File: src/rtl/branch_predict_unit.sv
// Branch predict unit: direct-mapped BTB with saturating direction counters
// looked up at fetch, plus EX-stage resolution, redirect and perf counters.
module branch_predict_unit #(
    parameter int PC_W    = 9,
    parameter int ENTRIES = 16,
    parameter int CTR_W   = 2
) (
    input  logic            clk,
    input  logic            reset,
    input  logic [PC_W-1:0] fetch_PC,
    output logic            pred_taken,
    output logic [31:0]     pred_target,
    input  logic            ex_valid,
    input  logic [PC_W-1:0] ex_PC,
    input  logic [31:0]     ex_imm,
    input  logic            ex_branch,
    input  logic            ex_jal,
    input  logic            ex_jalr,
    input  logic [31:0]     ex_ALU_result,
    input  logic            ex_pred_taken,
    input  logic [31:0]     ex_pred_target,
    output logic [31:0]     next_PC_four,
    output logic [31:0]     branch_PC,
    output logic            PC_sel,
    output logic            flush,
    output logic [31:0]     branch_count,
    output logic [31:0]     mispredict_count
);

    localparam int IDX_W = $clog2(ENTRIES);
    localparam int TAG_W = PC_W - IDX_W - 2;

    localparam logic [CTR_W-1:0] CTR_MAX = '1;
    localparam logic [CTR_W-1:0] CTR_MIN = '0;
    localparam logic [CTR_W-1:0] CTR_WNT = CTR_W'((1 << (CTR_W - 1)) - 1);
    localparam logic [CTR_W-1:0] CTR_WT  = CTR_W'(1 << (CTR_W - 1));

    logic             valid_q [ENTRIES];
    logic [TAG_W-1:0] tag_q   [ENTRIES];
    logic [PC_W-1:0]  tgt_q   [ENTRIES];
    logic [CTR_W-1:0] ctr_q   [ENTRIES];

    logic [31:0] bcnt_q;
    logic [31:0] mcnt_q;

    // ---------------- fetch lookup ----------------
    logic [IDX_W-1:0] f_idx;
    logic [TAG_W-1:0] f_tag;
    logic             f_hit;

    assign f_idx = fetch_PC[IDX_W+1:2];
    assign f_tag = fetch_PC[PC_W-1:IDX_W+2];
    assign f_hit = valid_q[f_idx] && (tag_q[f_idx] == f_tag);

    assign pred_taken  = f_hit && ctr_q[f_idx][CTR_W-1];
    assign pred_target = pred_taken ? 32'(tgt_q[f_idx])
                                    : 32'(fetch_PC) + 32'd4;

    // ---------------- EX resolve ----------------
    logic        ctl;
    logic        actual_taken;
    logic [31:0] actual_target;
    logic        mispredict;

    assign ctl          = ex_branch | ex_jal | ex_jalr;
    assign actual_taken = ex_jal | ex_jalr | (ex_branch & ex_ALU_result[0]);
    assign next_PC_four = 32'(ex_PC) + 32'd4;

    assign actual_target = ex_jalr ? {ex_ALU_result[31:1], 1'b0}
                                   : 32'(ex_PC) + ex_imm;

    // Covers non-control instructions that were predicted taken via aliasing.
    assign mispredict = ex_valid &&
        ((actual_taken != ex_pred_taken) ||
         (actual_taken && (actual_target != ex_pred_target)));

    assign PC_sel    = mispredict;
    assign flush     = mispredict;
    assign branch_PC = actual_taken ? actual_target : next_PC_four;

    // ---------------- table update decode ----------------
    logic [IDX_W-1:0] e_idx;
    logic [TAG_W-1:0] e_tag;
    logic             e_hit;
    logic             upd_en;
    logic             do_alloc;
    logic             do_train;
    logic             do_kill;
    logic [CTR_W-1:0] ctr_cur;
    logic [CTR_W-1:0] ctr_nxt;

    assign e_idx   = ex_PC[IDX_W+1:2];
    assign e_tag   = ex_PC[PC_W-1:IDX_W+2];
    assign e_hit   = valid_q[e_idx] && (tag_q[e_idx] == e_tag);
    assign ctr_cur = ctr_q[e_idx];

    assign upd_en   = ex_valid & ctl;
    assign do_alloc = upd_en & ~e_hit & actual_taken;
    assign do_train = upd_en & e_hit;
    assign do_kill  = ex_valid & ~ctl & e_hit;

    always_comb begin
        ctr_nxt = ctr_cur;
        if (actual_taken) begin
            if (ctr_cur != CTR_MAX) ctr_nxt = ctr_cur + 1'b1;
        end else begin
            if (ctr_cur != CTR_MIN) ctr_nxt = ctr_cur - 1'b1;
        end
    end

    // ---------------- state ----------------
    always_ff @(posedge clk or posedge reset) begin
        if (reset) begin
            for (int i = 0; i < ENTRIES; i++) begin
                valid_q[i] <= 1'b0;
                tag_q[i]   <= '0;
                tgt_q[i]   <= '0;
                ctr_q[i]   <= CTR_WNT;
            end
            bcnt_q <= '0;
            mcnt_q <= '0;
        end else begin
            if (do_alloc) begin
                valid_q[e_idx] <= 1'b1;
                tag_q[e_idx]   <= e_tag;
                tgt_q[e_idx]   <= actual_target[PC_W-1:0];
                ctr_q[e_idx]   <= CTR_WT;
            end else if (do_train) begin
                ctr_q[e_idx] <= ctr_nxt;
                if (actual_taken) tgt_q[e_idx] <= actual_target[PC_W-1:0];
            end else if (do_kill) begin
                valid_q[e_idx] <= 1'b0;
            end
            if (upd_en) begin
                bcnt_q <= bcnt_q + 32'd1;
                mcnt_q <= mcnt_q + 32'(mispredict);
            end
        end
    end

    assign branch_count     = bcnt_q;
    assign mispredict_count = mcnt_q;

    // Instructions are word aligned; the byte offset never selects anything.
    logic unused_pc_lsbs;
    assign unused_pc_lsbs = ^{fetch_PC[1:0], ex_PC[1:0]};

endmodule

File: config.mk
export PLATFORM = sky130hd
export DESIGN_NAME = branch_predict_unit
export DESIGN_NICKNAME = d
export VERILOG_FILES = /design/src/rtl/branch_predict_unit.sv
export SDC_FILE = /design/constraint.sdc
export NUM_CORES = 1
export LEC_CHECK = 0
export ABC_AREA = 1
export CAP_MARGIN = 25
export CORE_MARGIN = 8
export CORE_UTILIZATION = 40
export DETAILED_ROUTE_END_ITERATION = 6
export GPL_ROUTABILITY_DRIVEN = 0
export SYNTH_ARGS = -nofsm -noshare
export SYNTH_HDL_FRONTEND = slang
export SYNTH_SLANG_ARGS = --single-unit
File: constraint.sdc
create_clock -name clk -period 28.7 [get_ports clk]
set_clock_uncertainty 0.1 [all_clocks]
set_input_delay 4.305 -clock clk [delete_from_list [all_inputs] [get_ports clk]]
set_output_delay 4.305 -clock clk [all_outputs]
set_load 0.02 [all_outputs]
==> summary.md, run 1 <==
| Metric | Value |
|---|---|
| Status | `completed` |
| CP cell instances | `clkdlybuf4s50_1, inv_1, buf_4, nand2_1, xor2_1, nand4_1, nor2_1, nand2_1, nor2_1, nand3_1, nor2_1, nand3_1, nor2_1, nor2_1, clkdlybuf4s50_1` |
| CTS tree | `yes` |
| Crit path time final | `12.82 ns` |
| Die Ht | `228.5 um` |
| Sw Pwr | `0.0004352 W` |
| Ranking of synthesized cells by area | `dfrtp_1 40%, nand2_1 16%, o21ai_0 10%` |
| Mapped Cells | `2546` |
| Initial Utilization | `0.4014` |
| Max stage delay on crit path | `0.71 ns` |
| Hold Buf Count CTS | `0` |
| Routed Wire Length | `62450 um` |
| Max Cap Viol | `0` |
| Cell count of the worst reg-to-reg path | `13` |
| Iteration count of the initial detailed-routing pass | `5` |
| Bufs on Longest Clock Path | `3` |
| Total I/O pin count | `284` |
| Die Area | `52210 um2` |
| Post-route setup slack | `15.88 ns` |
| Slew @ Worst Pin | `0.9603 ns` |
| Slew Limit Fails | `0` |
| Vias in the first global route | `17074` |
| M1 wire length | `26640 um` |
| Commonest non-fill, non-tap cell in the layout | `nand2_1` |
| CTS Buf Count | `37` |
| Sequential area share after synthesis | `0.4223` |
| Cell family with most CP delay | `buffers and inverters` |
| Worst setup SP type | `input port` |
| Sw frac | `0.3254` |
| Drt drc | `0` |
| Post-Synth XOR/XNOR Area | `0.03492` |
| DRT iter0 DRCs | `1739` |
| Aggregate global routing overflow | `0` |
| Num Clock Sinks | `304` |
| Combinational power share | `0.235` |
| Post-cts sizing count | `0` |
| Fin crit share | `0.4466` |
| Filler cells | `4480` |
| Die W | `228.5 um` |
| Initial antenna violation count | `5` |
| Core Box Area | `44990 um2` |
| First-pass GRT wire length | `96770 um` |
| VDD IR max | `0.04668 mV` |
| Worst Setup End Kind | `output port` |
| Register share of total power | `0.432` |
| Wire per inst | `18.54 um` |
| Place WS | `15.90 ns` |
| Synthesis-to-layout area growth | `21.43%` |
| Wire length on met3 | `4147 um` |
| Synth Area in Simple Gates | `0.2938` |
| Power per cell area | `60.99 nW/um2` |
| Fmax | `78.02 MHz` |
| Met2 Routed Length | `29660 um` |
| Largest net degree at the start of global routing | `86` |
| Buf/Inv on CP | `4` |
| Remaining antenna violation count | `0` |
| Critical path's slowest cell | `clkdlybuf4s50_1` |
| Internal | `0.0009023 W` |
| Yosys reg bits | `304` |
| Levels on crit path | `15` |
| Synth area leader | `dfrtp_1` |
| Final setup violation count | `0` |
| IO buf count | `239` |
| Mux cell area share after synthesis | `0` |
| Via count of the routed design | `17860` |
| Rel. slew slack | `0.3598` |
| Post-CTS Setup Bufs | `0` |
| Dpl hpwl | `44720 um` |
| Hold Path Cell Cnt | `2` |
| Max FO, Critical Path | `55` |
| Share of layout cells above drive strength 1 | `0.04671` |
| Mean Syn Cell Area | `7.094 um2` |
| H-tree depth | `2` |
| Global Route Usage Sum | `0.2290` |
| Largest family of logic cells by synthesized area | `simple AND/OR/NAND/NOR gates` |
| Rows | `78` |
| Worst skew pair latency | `0.55 ns` |
| Leakage | `10.54 nW` |
| Worst min path class | `register to register` |
| Root Driver | `clkbuf_16` |
| Highest-count cells in the layout ignoring fill and taps | `775 x nand2_1, 371 x o21ai_0, 288 x dfrtp_1, 236 x clkdlybuf4s50_1, 234 x nor2_1` |
| Crit Path Class | `input port to output port` |
| WHS | `0.3620 ns` |
| Final setup TNS | `0 ns` |
| Worst-path clk slew | `0.05 ns` |
| Worst path required time | `24.29 ns` |
| CP arrival | `8.41 ns` |
| Netlist area before placement | `18060 um2` |
| Part of the power in the clock network | `0.333` |
| Synth Area in Adders | `0.01344` |
| Yosys cell types | `41` |
| CP most frequent cell | `nor2_1` |
| Vias/cell | `5.303` |
| Share of the synthesized area in the top cell type | `0.3990` |
| Final nets | `2873` |
| Highest routing layer actually used | `met4` |
| RSZ-0062 raised after global routing | `no` |
| Final Hold Vio Count | `0` |
| Complex-gate fraction of the synthesized area | `0.1453` |
| YS warnings | `0` |
-- synthesized netlist by cell type (all sizes together) --
master and count:
nand2 777, o21ai 381, dfrtp 288, nor2 235
inv 215, nand3 159, clkbuf 82, buf 74
a21oi 54, xor2 46, nand4 30, nor3 28
xnor2 26, or2 25, o22ai 22, ha 17
nand3b 17, o221ai 17, dfstp 16, o211ai 11
nor4 9, o311ai 6, clkinv 3, a21boi 1
and3 1, conb 1, fa 1, maj3 1
nor3b 1, o21a 1, or4 1
-- logic make-up after synthesis --
kind of cell | count (synthesis)
AOI/OAI and AO/OA | 493
DFF | 304
other | 1
and+or+nand+nor | 1283
adders and majority gates | 19
xor gates and xnor gates | 72
buffers and inverters | 374
-- state kept, by name, summed over array words and instances (netlist names), named ones only --
name              count
mispredict_count     32
tgt_q               144
tag_q                48
ctr_q                32
branch_count         32
-- worst min-delay path: cells and delay by family, from the launching register on --
family | cells | cell delay (ns)
flip-flops | 1 | 0.36
AND/OR/NAND/NOR | 2 | 0.09
-- cell type report --
class,count,area (um2),area share
tap,600,750.7,0.03423
multi-input combinational,1911,8970,0.4090
clock buffer,56,1049,0.04781
inverter,218,827.0,0.03771
timing repair buffer,262,2596,0.1184
antenna,6,15.01,0.0006846
clock inverter,11,96.34,0.004393
sequential,304,7627,0.3478
-- worst paths after layout --
path / slack, ns / startpoint / end
max reg2reg: 25.75 / tag_q[39]$_DFFE_PP0P_ / ctr_q[23]$_DFFE_PP0P_
min: 0.36 / ctr_q[12]$_DFFE_PP1P_ / ctr_q[12]$_DFFE_PP1P_
max: 15.88 / ex_jalr / PC_sel
max in group asynchronous: 22.43 / reset / tgt_q[63]$_DFFE_PP0P_
min in group asynchronous: 4.12 / reset / branch_count[5]$_DFFE_PP0P_
min reg2reg: 0.36 / ctr_q[12]$_DFFE_PP1P_ / ctr_q[12]$_DFFE_PP1P_
-- layer usage --
metal	global-route usage	vias to the layer above
met5	0	-
met4	0.08903	0
met3	0.04021	119
met2	0.3776	634
met1	0.2965	8547
li1	-	8560
-- power by group through the flow --
stage	Sequential, W	Clock [W]	Combinational (W)
finish	0.000578	0.000445	0.000315
global route	0.000587	0.000474	0.000353
CTS	0.000575	0.000457	0.000314
detailed placement	0.000581	0	0.000313
global placement	0.000579	0	0.000307
floorplan	0.000578	0	0.000196
-- through the flow --
stage                     power [W]  std cells  instance area, um2    util
after global routing       0.001414       3367               21930  0.4874
after floorplan           0.0007731       2589               18220       -
final                      0.001337       3368               21930  0.4875
after CTS                  0.001346       3360               21860  0.4859
after detailed placement  0.0008938       3293               20720  0.4605
after global placement    0.0008860       3292               20700  0.4602
(Power assumes the default switching activity.)
==> inputs of run 2 (changes only) <==
- clock period: 28.7 -> 13.3 ns (I/O delays scaled with it)
==> summary.md, run 2 (synthesized netlist as in run 1, its figures left out) <==
| Metric | Value |
|---|---|
| Status | `completed` |
| Multi-input logic area | `8970 um2 (unchanged)` |
| Core Box Area | `44990 um2 (unchanged)` |
| Worst min path class | `register to register` |
| Synthesis-to-layout area growth | `21.70%` |
| Worst skew pair latency | `0.54 ns (about the same)` |
| CP arrival | `6.07 ns (-2.34 ns)` |
| Bufs on Longest Clock Path | `3 (unchanged)` |
| DRT iter0 DRCs | `1388 (-20%)` |
| Crit Path Class | `input port to output port` |
| Die Area | `52210 um2 (unchanged)` |
| Worst Setup End Kind | `output port` |
| Final setup violation count | `0 (unchanged)` |
| Share of layout cells above drive strength 1 | `0.04822 (+0.001518)` |
| Initial Utilization | `0.4014 (unchanged)` |
| Fin cells | `3365 (-0.089%)` |
| Worst path required time | `11.20 ns (-13.09 ns)` |
| Hold Buf Count CTS | `0 (unchanged)` |
| Num Clock Sinks | `304 (unchanged)` |
| Power per cell area | `133.7 nW/um2 (+120%)` |
| Root Driver | `clkbuf_16` |
| Dpl hpwl | `44820 um (+0.22%)` |
| Top Registers | `tgt_q: 144 flops, tag_q: 48 flops` |
| Max FO, Critical Path | `55 (unchanged)` |
| WHS | `0.3623 ns (+0.0002800 ns)` |
| Remaining antenna violation count | `0 (unchanged)` |
| Slew @ Worst Pin | `0.9588 ns (-0.001489 ns)` |
| Hold Path Cell Cnt | `2 (unchanged)` |
| Reg with most FFs | `tgt_q` |
| IO buf count | `239 (unchanged)` |
| Placed Area | `20740 um2 (about the same)` |
| Fin crit share | `0.6136` |
| Max Cap Viol | `0 (unchanged)` |
| Vias in the first global route | `17103 (+0.17%)` |
| Routed Wire Length | `62830 um (+0.60%)` |
| Drt drc | `0 (unchanged)` |
| First-pass GRT wire length | `97520 um (+0.77%)` |
| Post-CTS Setup Bufs | `0 (unchanged)` |
| Slew Limit Fails | `0 (unchanged)` |
| Final std cell area, no fill | `21980 um2 (+0.22%)` |
| Via count of the routed design | `17900 (+0.22%)` |
| CTS Buf Count | `36 (-2.7%)` |
| Filler cells | `4574 (+2.1%)` |
| Cell count of the worst reg-to-reg path | `14 (+1)` |
| Die W | `228.5 um (unchanged)` |
| Vias/cell | `5.319 (+0.31%)` |
| Initial antenna violation count | `7 (+2)` |
| Die Ht | `228.5 um (unchanged)` |
| Highest-count cells in the layout ignoring fill and taps | `775 x nand2_1, 371 x o21ai_0, 288 x dfrtp_1, 236 x clkdlybuf4s50_1, 234 x nor2_1` |
| Max reg flops | `144 (unchanged)` |
| Final setup TNS | `0 ns (unchanged)` |
| Rows | `78 (unchanged)` |
| RSZ-0062 raised after global routing | `no` |
| Worst-path clk slew | `0.06 ns (about the same)` |
| Wire per inst | `18.67 um (+0.69%)` |
| Worst setup SP type | `input port` |
| Worst r2r dst | `ctr_q[13]$_DFFE_PP0P_` |
| Commonest non-fill, non-tap cell in the layout | `nand2_1` |
| Global Route Usage Sum | `0.2308 (+0.001783)` |
| Post-cts sizing count | `0 (unchanged)` |
| Largest net degree at the start of global routing | `86 (unchanged)` |
| Rel. slew slack | `0.3608 (+0.0009930)` |
| Fmax | `122.5 MHz` |
| CTS tree | `yes` |
| Hold path endpoint | `ctr_q[12]$_DFFE_PP1P_` |
| Crit path time final | `8.161 ns` |
| H-tree depth | `2 (unchanged)` |
| Reg-to-Reg Start | `tag_q[36]$_DFFE_PP0P_` |
| Cells after DPL | `3293 (unchanged)` |
| Final nets | `2870 (-0.10%)` |
| Final Hold Vio Count | `0 (unchanged)` |
| Leakage | `10.57 nW (+0.29%)` |
| Hold path start | `ctr_q[12]$_DFFE_PP1P_` |
| Total I/O pin count | `284 (unchanged)` |
| Register area | `7627 um2 (unchanged)` |
| VDD IR max | `0.08283 mV (+77%)` |
| Internal reg-to-reg setup slack | `10.32 ns (-15.43 ns)` |
| Aggregate global routing overflow | `0 (unchanged)` |
| Iteration count of the initial detailed-routing pass | `6 (+1)` |
==> run 2: cell types whose count changed in the layout (fill, tap and decap cells not counted), sizes merged <==
| cell | change |
|---|---|
| bufinv | +1 |
| clkinvlp | -1 |
| inv | +3 |
| clkinv | -5 |
| buf | -2 |
| diode | +1 |
==> run 2: cell type report <==
| class | instances | area share |
|---|---|---|
| repair buffers | 260 | 0.1165 |
| flip-flops and latches | 304 | 0.3470 |
| diodes | 7 | 0.0007969 |
| inverters | 218 | 0.03763 |
| clock buffers | 56 | 0.05083 |
| multi-input cells | 1911 | 0.4081 |
| clock inverters | 9 | 0.004952 |
| well taps | 600 | 0.03415 |
==> run 2: worst max-delay path by stage <==
stage | from | to | depth (start not counted) | slack [ns]
3_3_place_gp | ex_jalr | PC_sel | 15 | 5.14
4_1_cts | ex_jalr | flush | 15 | 5.10
5_1_grt | ex_PC[3] | flush | 19 | 4.83
3_5_place_dp | ex_jalr | flush | 15 | 5.14
6_report | ex_jalr | PC_sel | 15 | 5.14
2_1_floorplan | reset | asynchronous set/reset pin | 1 | 2.83
==> run 2: through the flow <==
stage	power [W]	util	worst slack, ns
5_1_grt	0.003105	0.4885	4.828
6_report	0.002938	0.4885	5.139
4_1_cts	0.002961	0.4882	5.102
2_1_floorplan	0.001668	-	2.829
3_3_place_gp	0.001911	0.4600	5.140
3_5_place_dp	0.001930	0.4609	5.144
==> run 2: critical path: stages <==
cell and delay, ns:
clkdlybuf4s50_1 0.59, inv_1 0.35, buf_4 0.50, nand2_1 0.61, xor2_1 0.31, nand4_1 0.13, nor2_1 0.06, nand2_1 0.07
nor2_1 0.05, nand3_1 0.11, nor2_1 0.05, nand3_1 0.06, nor2_1 0.06, nor2_1 0.39, clkdlybuf4s50_1 0.71
==> run 2: metal layers <==
layer  up-vias  part of all wire  routed length (um)  GRT usage
met5         -                 0                   0          0
met4         0             0.038                2418    0.09886
met3       149             0.061                3843    0.03897
met2       654              0.46               29190     0.3707
met1      8539              0.44               27370     0.3043
li1       8558                 -                   -          -
==> run 2: power by group <==
group	leakage, nW	internal (W)	switching, W	total (W)
logic	6.13	0.000262	0.000415	0.000677
registers	3.83	0.00112	0.000127	0.00124
clock network	0.604	0.000618	0.000398	0.00102
total	10.6	0.00200	0.000939	0.00294
